## config.mk

```make
export PLATFORM = sky130hd
export DESIGN_NAME = ahb_xfer_sequencer
export DESIGN_NICKNAME = d
export VERILOG_FILES = /design/src/rtl/ahb_xfer_sequencer.sv
export SDC_FILE = /design/constraint.sdc
export NUM_CORES = 1
export LEC_CHECK = 0
export CAP_MARGIN = 20
export CORE_MARGIN = 2
export CORE_UTILIZATION = 50
export CTS_CLUSTER_SIZE = 10
export DETAILED_ROUTE_END_ITERATION = 10
export PLACE_DENSITY_LB_ADDON = 0.15
export SKIP_LAST_GASP = 1
export SLEW_MARGIN = 10
export SYNTH_ARGS = -nofsm -noshare
export SYNTH_HDL_FRONTEND = slang
export SYNTH_SLANG_ARGS = --single-unit
```

## constraint.sdc

```tcl
create_clock -name i_hclk -period 6.6 [get_ports i_hclk]
set_input_delay 1.32 -clock i_hclk [delete_from_list [all_inputs] [get_ports i_hclk]]
set_output_delay 1.32 -clock i_hclk [all_outputs]
set_load 0.02 [all_outputs]
```

## src/rtl/ahb_xfer_sequencer.sv

```systemverilog
// ahb_xfer_sequencer
//   Command-driven front end for ahb_manager. Expands one {addr,len,size,wrap,dir} command
//   into len beats on the manager user interface, inserting BUSY beats when write data or
//   read-buffer credit is missing, and buffers returning read data in a credit-managed FIFO.
//
// Ports
//   i_hclk, i_hreset          clock, asynchronous active-high reset
//   i_cmd_*, o_cmd_ready      command channel (valid/ready)
//   i_wdata*, o_wdata_ready   write-data stream in
//   o_rdata*, i_rdata_ready   read-data stream out (with beat address)
//   o_busy, o_done, o_error   status: not idle, 1-cycle completion pulse, sticky error
//   o_idle..o_wr_data         registered user-interface word to ahb_manager
//   i_stall, i_err, i_rd_*    feedback from ahb_manager
module ahb_xfer_sequencer #(
  parameter int unsigned DATA_WDT      = 32,
  parameter int unsigned RD_FIFO_DEPTH = 8
) (
  input  logic                i_hclk,
  input  logic                i_hreset,
  input  logic                i_cmd_valid,
  output logic                o_cmd_ready,
  input  logic                i_cmd_wr,
  input  logic [31:0]         i_cmd_addr,
  input  logic [15:0]         i_cmd_len,
  input  logic [2:0]          i_cmd_size,
  input  logic                i_cmd_wrap,
  input  logic                i_wdata_valid,
  output logic                o_wdata_ready,
  input  logic [DATA_WDT-1:0] i_wdata,
  output logic                o_rdata_valid,
  input  logic                i_rdata_ready,
  output logic [DATA_WDT-1:0] o_rdata,
  output logic [31:0]         o_rdata_addr,
  output logic                o_busy,
  output logic                o_done,
  output logic                o_error,
  output logic                o_idle,
  output logic                o_wr,
  output logic                o_rd,
  output logic                o_first_xfer,
  output logic [31:0]         o_addr,
  output logic [2:0]          o_size,
  output logic                o_wrap,
  output logic [15:0]         o_min_len,
  output logic [DATA_WDT-1:0] o_wr_data,
  input  logic                i_stall,
  input  logic                i_err,
  input  logic [DATA_WDT-1:0] i_rd_data,
  input  logic [31:0]         i_rd_data_addr,
  input  logic                i_rd_data_dav
);

  localparam int unsigned CntW = $clog2(RD_FIFO_DEPTH + 1);
  localparam int unsigned PtrW = $clog2(RD_FIFO_DEPTH);

  localparam logic [1:0] StIdle  = 2'd0;
  localparam logic [1:0] StXfer  = 2'd1;
  localparam logic [1:0] StDrain = 2'd2;
  localparam logic [1:0] StErr   = 2'd3;

  logic [1:0]          state_q, state_d;
  logic                cmd_wr_q;
  logic [31:0]         cmd_addr_q;
  logic [15:0]         cmd_len_q;
  logic [2:0]          cmd_size_q;
  logic                cmd_wrap_q;
  logic [15:0]         remaining_q, remaining_d;
  logic                first_q, first_d;
  logic                done_q, done_d;
  logic                error_q, error_d;
  logic [CntW-1:0]     outstanding_q, outstanding_d;
  logic [CntW-1:0]     occ_q, occ_d;
  logic [PtrW-1:0]     wr_ptr_q, rd_ptr_q;
  logic [DATA_WDT+31:0] fifo_mem [RD_FIFO_DEPTH];

  logic                ui_idle_q, ui_idle_d;
  logic                ui_wr_q, ui_wr_d;
  logic                ui_rd_q, ui_rd_d;
  logic                ui_first_q, ui_first_d;
  logic [31:0]         ui_addr_q, ui_addr_d;
  logic [2:0]          ui_size_q, ui_size_d;
  logic                ui_wrap_q, ui_wrap_d;
  logic [15:0]         ui_min_len_q, ui_min_len_d;
  logic [DATA_WDT-1:0] ui_wr_data_q, ui_wr_data_d;

  logic            load, cmd_fire, wpop, rpop, push, full, overflow, err_now;
  logic            credit_ok, beat_ok, real_beat, last_beat, rd_real;
  logic [CntW:0]   credit_used;

  // The UI word only advances on edges the manager is not stalling.
  assign load          = ~i_stall;
  assign o_cmd_ready   = (state_q == StIdle) & ~i_stall;
  assign cmd_fire      = i_cmd_valid & o_cmd_ready;
  assign o_wdata_ready = (state_q == StXfer) & cmd_wr_q & ~i_stall & (remaining_q != '0);
  assign wpop          = o_wdata_ready & i_wdata_valid;

  assign o_rdata_valid = (occ_q != '0);
  assign rpop          = o_rdata_valid & i_rdata_ready;
  assign full          = (occ_q == CntW'(RD_FIFO_DEPTH));
  // A simultaneous pop frees the slot, so a push into a full FIFO is only lost without one.
  assign overflow      = i_rd_data_dav & full & ~rpop;
  assign push          = i_rd_data_dav & ~overflow;
  assign err_now       = i_err | overflow;

  // Reads in flight plus buffered data must fit the FIFO before another read beat issues.
  assign credit_used = {1'b0, occ_q} + {1'b0, outstanding_q};
  assign credit_ok   = credit_used < (CntW + 1)'(RD_FIFO_DEPTH);
  assign beat_ok     = cmd_wr_q ? i_wdata_valid : credit_ok;
  assign real_beat   = (state_q == StXfer) & load & beat_ok & ~err_now & (remaining_q != '0);
  assign last_beat   = real_beat & (remaining_q == 16'd1);
  assign rd_real     = real_beat & ~cmd_wr_q;

  assign {o_rdata, o_rdata_addr} = fifo_mem[rd_ptr_q];

  assign o_busy       = (state_q != StIdle);
  assign o_done       = done_q;
  assign o_error      = error_q;
  assign o_idle       = ui_idle_q;
  assign o_wr         = ui_wr_q;
  assign o_rd         = ui_rd_q;
  assign o_first_xfer = ui_first_q;
  assign o_addr       = ui_addr_q;
  assign o_size       = ui_size_q;
  assign o_wrap       = ui_wrap_q;
  assign o_min_len    = ui_min_len_q;
  assign o_wr_data    = ui_wr_data_q;

  always_comb begin
    outstanding_d = outstanding_q;
    if (rd_real && !i_rd_data_dav) begin
      outstanding_d = outstanding_q + CntW'(1);
    end else if (!rd_real && i_rd_data_dav && (outstanding_q != '0)) begin
      outstanding_d = outstanding_q - CntW'(1);
    end
    occ_d = occ_q + CntW'(push) - CntW'(rpop);
  end

  always_comb begin
    state_d      = state_q;
    remaining_d  = remaining_q;
    first_d      = first_q;
    done_d       = 1'b0;
    error_d      = error_q | err_now;
    ui_idle_d    = ui_idle_q;
    ui_wr_d      = ui_wr_q;
    ui_rd_d      = ui_rd_q;
    ui_first_d   = ui_first_q;
    ui_addr_d    = ui_addr_q;
    ui_size_d    = ui_size_q;
    ui_wrap_d    = ui_wrap_q;
    ui_min_len_d = ui_min_len_q;
    ui_wr_data_d = ui_wr_data_q;

    if (wpop) begin
      ui_wr_data_d = i_wdata;
    end

    unique case (state_q)
      StIdle: begin
        if (cmd_fire) begin
          remaining_d = i_cmd_len;
          first_d     = 1'b1;
          if (i_cmd_len != 16'd0) begin
            state_d = StXfer;
          end else begin
            done_d = 1'b1;
          end
        end
      end
      StXfer: begin
        if (real_beat) begin
          remaining_d = remaining_q - 16'd1;
          first_d     = 1'b0;
          if (last_beat) begin
            if (cmd_wr_q) begin
              state_d = StIdle;
              done_d  = 1'b1;
            end else begin
              state_d = StDrain;
            end
          end
        end
      end
      StDrain: begin
        if (outstanding_q == '0) begin
          state_d = StIdle;
          done_d  = 1'b1;
        end
      end
      default: ;
    endcase

    if (load) begin
      if (real_beat) begin
        ui_idle_d  = 1'b0;
        ui_wr_d    = cmd_wr_q;
        ui_rd_d    = ~cmd_wr_q;
        ui_first_d = first_q;
        ui_size_d  = cmd_size_q;
        ui_wrap_d  = cmd_wrap_q;
        if (first_q) begin
          ui_addr_d    = cmd_addr_q;
          ui_min_len_d = cmd_len_q;
        end
      end else if ((state_q == StXfer) && !err_now) begin
        // BUSY beat keeps the burst open while data or credit is missing.
        ui_idle_d  = 1'b0;
        ui_wr_d    = 1'b0;
        ui_rd_d    = 1'b0;
        ui_first_d = 1'b0;
      end else begin
        ui_idle_d  = 1'b1;
        ui_wr_d    = 1'b0;
        ui_rd_d    = 1'b0;
        ui_first_d = 1'b1;
      end
    end

    if (err_now) begin
      state_d = StErr;
      done_d  = 1'b0;
    end
  end

  always_ff @(posedge i_hclk or posedge i_hreset) begin
    if (i_hreset) begin
      state_q       <= StIdle;
      cmd_wr_q      <= 1'b0;
      cmd_addr_q    <= '0;
      cmd_len_q     <= '0;
      cmd_size_q    <= '0;
      cmd_wrap_q    <= 1'b0;
      remaining_q   <= '0;
      first_q       <= 1'b0;
      done_q        <= 1'b0;
      error_q       <= 1'b0;
      outstanding_q <= '0;
      occ_q         <= '0;
      wr_ptr_q      <= '0;
      rd_ptr_q      <= '0;
      ui_idle_q     <= 1'b1;
      ui_wr_q       <= 1'b0;
      ui_rd_q       <= 1'b0;
      ui_first_q    <= 1'b1;
      ui_addr_q     <= '0;
      ui_size_q     <= '0;
      ui_wrap_q     <= 1'b0;
      ui_min_len_q  <= '0;
      ui_wr_data_q  <= '0;
    end else begin
      state_q       <= state_d;
      if (cmd_fire) begin
        cmd_wr_q   <= i_cmd_wr;
        cmd_addr_q <= i_cmd_addr;
        cmd_len_q  <= i_cmd_len;
        cmd_size_q <= i_cmd_size;
        cmd_wrap_q <= i_cmd_wrap;
      end
      remaining_q   <= remaining_d;
      first_q       <= first_d;
      done_q        <= done_d;
      error_q       <= error_d;
      outstanding_q <= outstanding_d;
      occ_q         <= occ_d;
      if (push) begin
        wr_ptr_q <= wr_ptr_q + PtrW'(1);
      end
      if (rpop) begin
        rd_ptr_q <= rd_ptr_q + PtrW'(1);
      end
      ui_idle_q     <= ui_idle_d;
      ui_wr_q       <= ui_wr_d;
      ui_rd_q       <= ui_rd_d;
      ui_first_q    <= ui_first_d;
      ui_addr_q     <= ui_addr_d;
      ui_size_q     <= ui_size_d;
      ui_wrap_q     <= ui_wrap_d;
      ui_min_len_q  <= ui_min_len_d;
      ui_wr_data_q  <= ui_wr_data_d;
    end
  end

  always_ff @(posedge i_hclk) begin
    if (push) begin
      fifo_mem[wr_ptr_q] <= {i_rd_data, i_rd_data_addr};
    end
  end

endmodule
```

; ---- Yosys cells after proc, flatten, opt, wreduce, memory -nomap -nowiden
; Memory sizes are Yosys's and may differ from the RTL's.
; Cells that the tools add are included.
[totals]
mem_count = 1
regBits = 176
ram_bits = 512
inputBits = 157
[classes]
n_bitwise = 23
eq_ne = 11
muxes = 32
n_reduce_logical = 21
order_cmp = 1
add_sub_neg = 8
[memory_table]
columns = memory, depth, word_bits, read_ports, rd_clocked_by_memory_dff, write_ports, line
row1 = fifo_mem, 8, 64, 1, 0, 1, 74  ; logic [DATA_WDT+31:0] fifo_mem [RD_FIFO_DEPTH];
[ops]
columns = operator, n
row1 = 2-to-1 mux 16 bit, 2
row2 = case mux 16 bit (2 select lines), 1
row3 = nonzero test 16 bit, 2
row4 = 2-to-1 mux 1 bit, 17
row5 = bitwise AND 1 bit, 16
row6 = == test 16 x 1 -> 1 bit (second input constant), 1
row7 = subtractor 16 x 1 -> 16 bit (second input constant), 1
row8 = 2-to-1 mux 2 bit, 7
row9 = != test 3 bit (second input constant), 4
row10 = nonzero test 4 bit, 3
row11 = 2-to-1 mux 4 bit, 2
row12 = adder 3 x 1 -> 3 bit (second input constant), 2
row13 = case mux 2 bit (3 select lines), 1
row14 = AND reduction 3 bit, 2
row15 = AND reduction 6 bit, 1
row16 = nonzero test 2 bit, 3
row17 = adder 4 x 4 -> 5 bit, 1
row18 = less-than comparator 5 x 4 -> 1 bit (second input constant), 1
row19 = NOT 1 bit, 5
row20 = adder 4 x 1 -> 4 bit, 1
row21 = adder 4 x 1 -> 4 bit (second input constant), 1
row22 = == test 4 bit (second input constant), 1
row23 = logical AND 1 bit, 4
row24 = logical NOT 4 bit, 1
row25 = other kinds (12), 16

; ---- Longest topological paths before layout
[logic_depth]
ltp_word = 14
mapped_depth = 12
ltp_nobuf = 12

; ---- Least setup slack after synthesis
; Ideal clock, no wire load.
[synth_timing]
path_type = input port to flip-flop
start = in i_rd_data_dav
end = mem fifo_mem[0][0] in the netlist's numbering (enable)
path_buffers = 1
slack_ns = -0.317
arrival_ns = 6.353
setup_time_ns = 0.565
path_stages = 6
cell_sequence = nor4bb_1 > nand2_1 > and2_1 > clkbuf_1 > nand2b_1 > nor3_1
[synth_via]
elab_chain_len = 6
[synth_lines]
columns = item, line
row1 = "start, declared", 50  ; input logic i_rd_data_dav
row2 = bitwise AND 1 bit (2 in series), 101  ; assign overflow = i_rd_data_dav & full & ~rpop;
row3 = NOT 1 bit, 102  ; assign push = i_rd_data_dav & ~overflow;
row4 = bitwise AND 1 bit (*), 102
row5 = 2-to-1 mux 1 bit (*), 284  ; if (push) begin
row6 = 2-to-1 mux 1 bit (implied by the code) (*), 285  ; fifo_mem[wr_ptr_q] <= {i_rd_data, i_rd_data_addr};
row7 = "end, declared", 74
; Every way passes the cells marked *; elsewhere a longest branch is shown, timed or not.

; ---- Final worst setup path
[layout_timing]
start = reg rd_ptr_q[0]
end = out o_rdata_addr[12]
[layout_via]
elab_chain_len = 1
[layout_lines]
columns = item, line
row1 = "start, declared", 73  ; logic [PtrW-1:0] wr_ptr_q, rd_ptr_q;
row2 = "start signal, assigned", 269  ; rd_ptr_q <= rd_ptr_q + PtrW'(1);
row3 = memory read (8 x 64 bit), n/a
row4 = "end, declared", 33  ; output logic [31:0] o_rdata_addr,
; No other way between the ends.

==> run summary <==
Status = completed
Die Y = 236 um
P per Cell Area = 430 mW/mm^2
Worst Path Arrival = 3600 ps
Clock transition at path regs = 50 ps
Post-place setup slack = 2040 ps
Most common cell after layout, fill and taps aside = edfxtp_1
All-Layer GR Usage = 0.210
Cell type with the largest total area after synthesis = edfxtp_1
Final Routed Wirelength = 57,200 um
Die area = 0.0557 mm^2
Largest net degree at the start of global routing = 91
Worst vdd ir = 0.324 mV
Die X = 236 um
Worst reg-to-reg setup slack = 2740 ps
Fin crit share = 0.746
Post-DR vias/cell = 5.60
GPL Wtd Cong = 0.835
Post-layout min period = 4920 ps
Setup Fix Bufs, Post-CTS = 0
Vias in the first global route = 14,700
Wire per inst = 22.7 um
Post-route ant nets = 0
Synth top area share = 0.571
Count of pins over their slew limit = 0
Reg2reg end = o_addr[5]$_DFFE_PP0P_
Worst skew pair latency = 610 ps
Drt initial violations = 961
Post-synth ARST share = 0.256
Finished Core Util = 0.622
Initial DRT Pass Iterations = 5
Crit end category = output pin
Clock sink count = 688
Seq/Total Area, Yosys = 0.735
Area contributors post-synth = edfxtp_1 (57%), dfrtp_1 (16%), mux4_2 (11%), mux2_2 (5.8%), nand2_1 (2.6%)
Fmax = 203 MHz
CP peak stage delay = 1040 ps
Total chip power = 14,300 uW
Clock skew = 17.2 ps
CTS H-tree lvls = 3
Netlist cell types = 60
Cell Chain, Critical Path = buf_12 -> mux4_2 -> mux2_2 -> clkdlybuf4s50_1
Worst R2R Path Depth = 7
Drc violations = 0
Post-route cell area = 0.0333 mm^2
Worst relative slew slack = 0.297
Critical path startpoint category = flip-flop
Clock buffer depth = 3
Area post-placement = 0.0309 mm^2
Worst Tran Pin Value = 1050 ps
Worst Path Class, Setup = reg2out
Cells after Synth = 1,442
Initial Util = 0.503
Syn nets = 1,619
Total CTS buffers = 79
Unrepaired setup endpoints after global routing = no
Leakage = 0.0120 uW
Port Buffer Count = 314
Hold_buf cts = 0
Setup TNS = 0 ps
Seq cells post-synth = 688
Row Count = 85
Fraction of layout cells with a size suffix above 1 = 0.231
Via count = 14,100
Prevailing post-synth register cell = edfxtp_1
# nets final = 1,971
Min-Delay Path Class = reg2reg
# setup viols final = 0
Final Worst Setup Slack = 1680 ps
Hold endpoint = cmd_len_q[7]$_DFFE_PP0P_
Area Growth Syn to Fin = 23.6%
Hold Fails Final Rpt = 0
I/O pin count = 315
CTS resizes = 0
Post-DP HPWL = 33,700 um
Slowest cell on the critical path = dfrtp_4
Core area = 0.0535 mm^2
Crit Reg-Reg Startpoint = state_q[1]$_DFFE_PP0P_
Syn_area_per_cell = 18.7 um^2
First-pass GRT wire length = 88,900 um
Most frequent cells in the layout = edfxtp_1 (512), clkdlybuf4s50_1 (314), nand2_1 (189), dfrtp_1 (171), mux2_2 (139)
Clk root buf = clkbuf_16
Antenna violations before repair = 5
Data required, critical path = 5280 ps
Critical-path maximum fanout = 51
Hold_sp = cmd_len_q[7]$_DFFE_PP0P_
EDFF count, synth = 512
Grt ovf = 0
Ys Warns = 0
Hold Path Stages = 2
TritonCTS clock tree = done
Post-Syn Area = 0.0269 mm^2
Max-cap viol count = 0
==> state kept, by name, summed over array words and instances, names as in the netlist, 2 cells and up <==
register	count
o_wr_data	32
o_min_len	16
remaining_q	16
wr_ptr_q	3
state_q	2
cmd_addr_q	32
fifo_mem	512
cmd_size_q	3
o_size	3
rd_ptr_q	3
occ_q	4
cmd_len_q	16
o_addr	32
outstanding_q	4
==> per-layer routing <==
metal | share of wire | GRT usage | up-vias
met5 | 0.00021 | 0 | -
met4 | 0.020 | 0.0571 | 2
met3 | 0.068 | 0.0518 | 82
met2 | 0.48 | 0.338 | 445
met1 | 0.43 | 0.289 | 7298
li1 | - | - | 6301
==> synthesized netlist by cell type, types with 5 or more instances <==
cell type	count
nor2_1	35
mux2i_1	5
edfxtp_1	512
buf_1	19
mux2_4	9
nor4_1	9
mux2_2	139
nor3_1	18
dfrtp_1	174
inv_1	17
a21oi_1	13
clkbuf_1	36
buf_2	9
ha_1	18
nand2_1	189
xor2_1	5
mux4_2	128
o22a_1	8
o21ai_0	10
o31ai_1	7
==> stage by stage <==
stage          hold slack, ps  cells
5_1_grt                   490   2520
3_3_place_gp              449   2404
4_1_cts                   471   2514
3_5_place_dp              457   2404
6_report                  466   2522
2_1_floorplan             437   1442
==> final cells by class <==
cell class | count | area [um^2]
fillers | 3750 | 20200
flip-flops and latches | 688 | 19800
multi-input cells | 666 | 6820
repair buffers | 341 | 3470
clock buffers | 104 | 2130
well taps | 696 | 871
clock inverters | 6 | 92.6
inverters | 18 | 72.6
diodes | 3 | 7.51
==> worst max-delay path, delay by kind of cell, from the launching register on <==
family | cells | cell delay, ps
DFF | 1 | 1040
muxes | 2 | 870
buffers and inverters | 2 | 990
==> power by group <==
part | internal (uW) | switching, uW
Combinational | 2330 | 2170
Clock | 2240 | 1600
Sequential | 5400 | 549
==> worst max-delay path by stage <==
stage	from	end	slack, ps
floorplan	i_hreset	cmd_addr_q[0]$_DFFE_PP0P_	510
global placement	i_stall	o_wdata_ready	2070
detailed placement	i_stall	o_wdata_ready	2040
CTS	rd_ptr_q[0]$_DFFE_PP0N_	o_rdata[13]	1520
global route	rd_ptr_q[0]$_DFFE_PP0N_	o_rdata[13]	1410
finish	rd_ptr_q[0]$_DFFE_PP0N_	o_rdata_addr[12]	1680
==> logic make-up (layout without fill, tap and decap cells) <==
kind of cell	count (synthesis)	after routing	synth area share
xor+xnor	9	9	0.00293
flops	688	688	0.735
fa+ha+maj	20	20	0.00986
simple gates	292	292	0.0490
mux	281	281	0.172
buf+inv	88	469	0.0143
compound gates	64	64	0.0169
other cells	0	3	0
(Power assumes the default switching activity.)
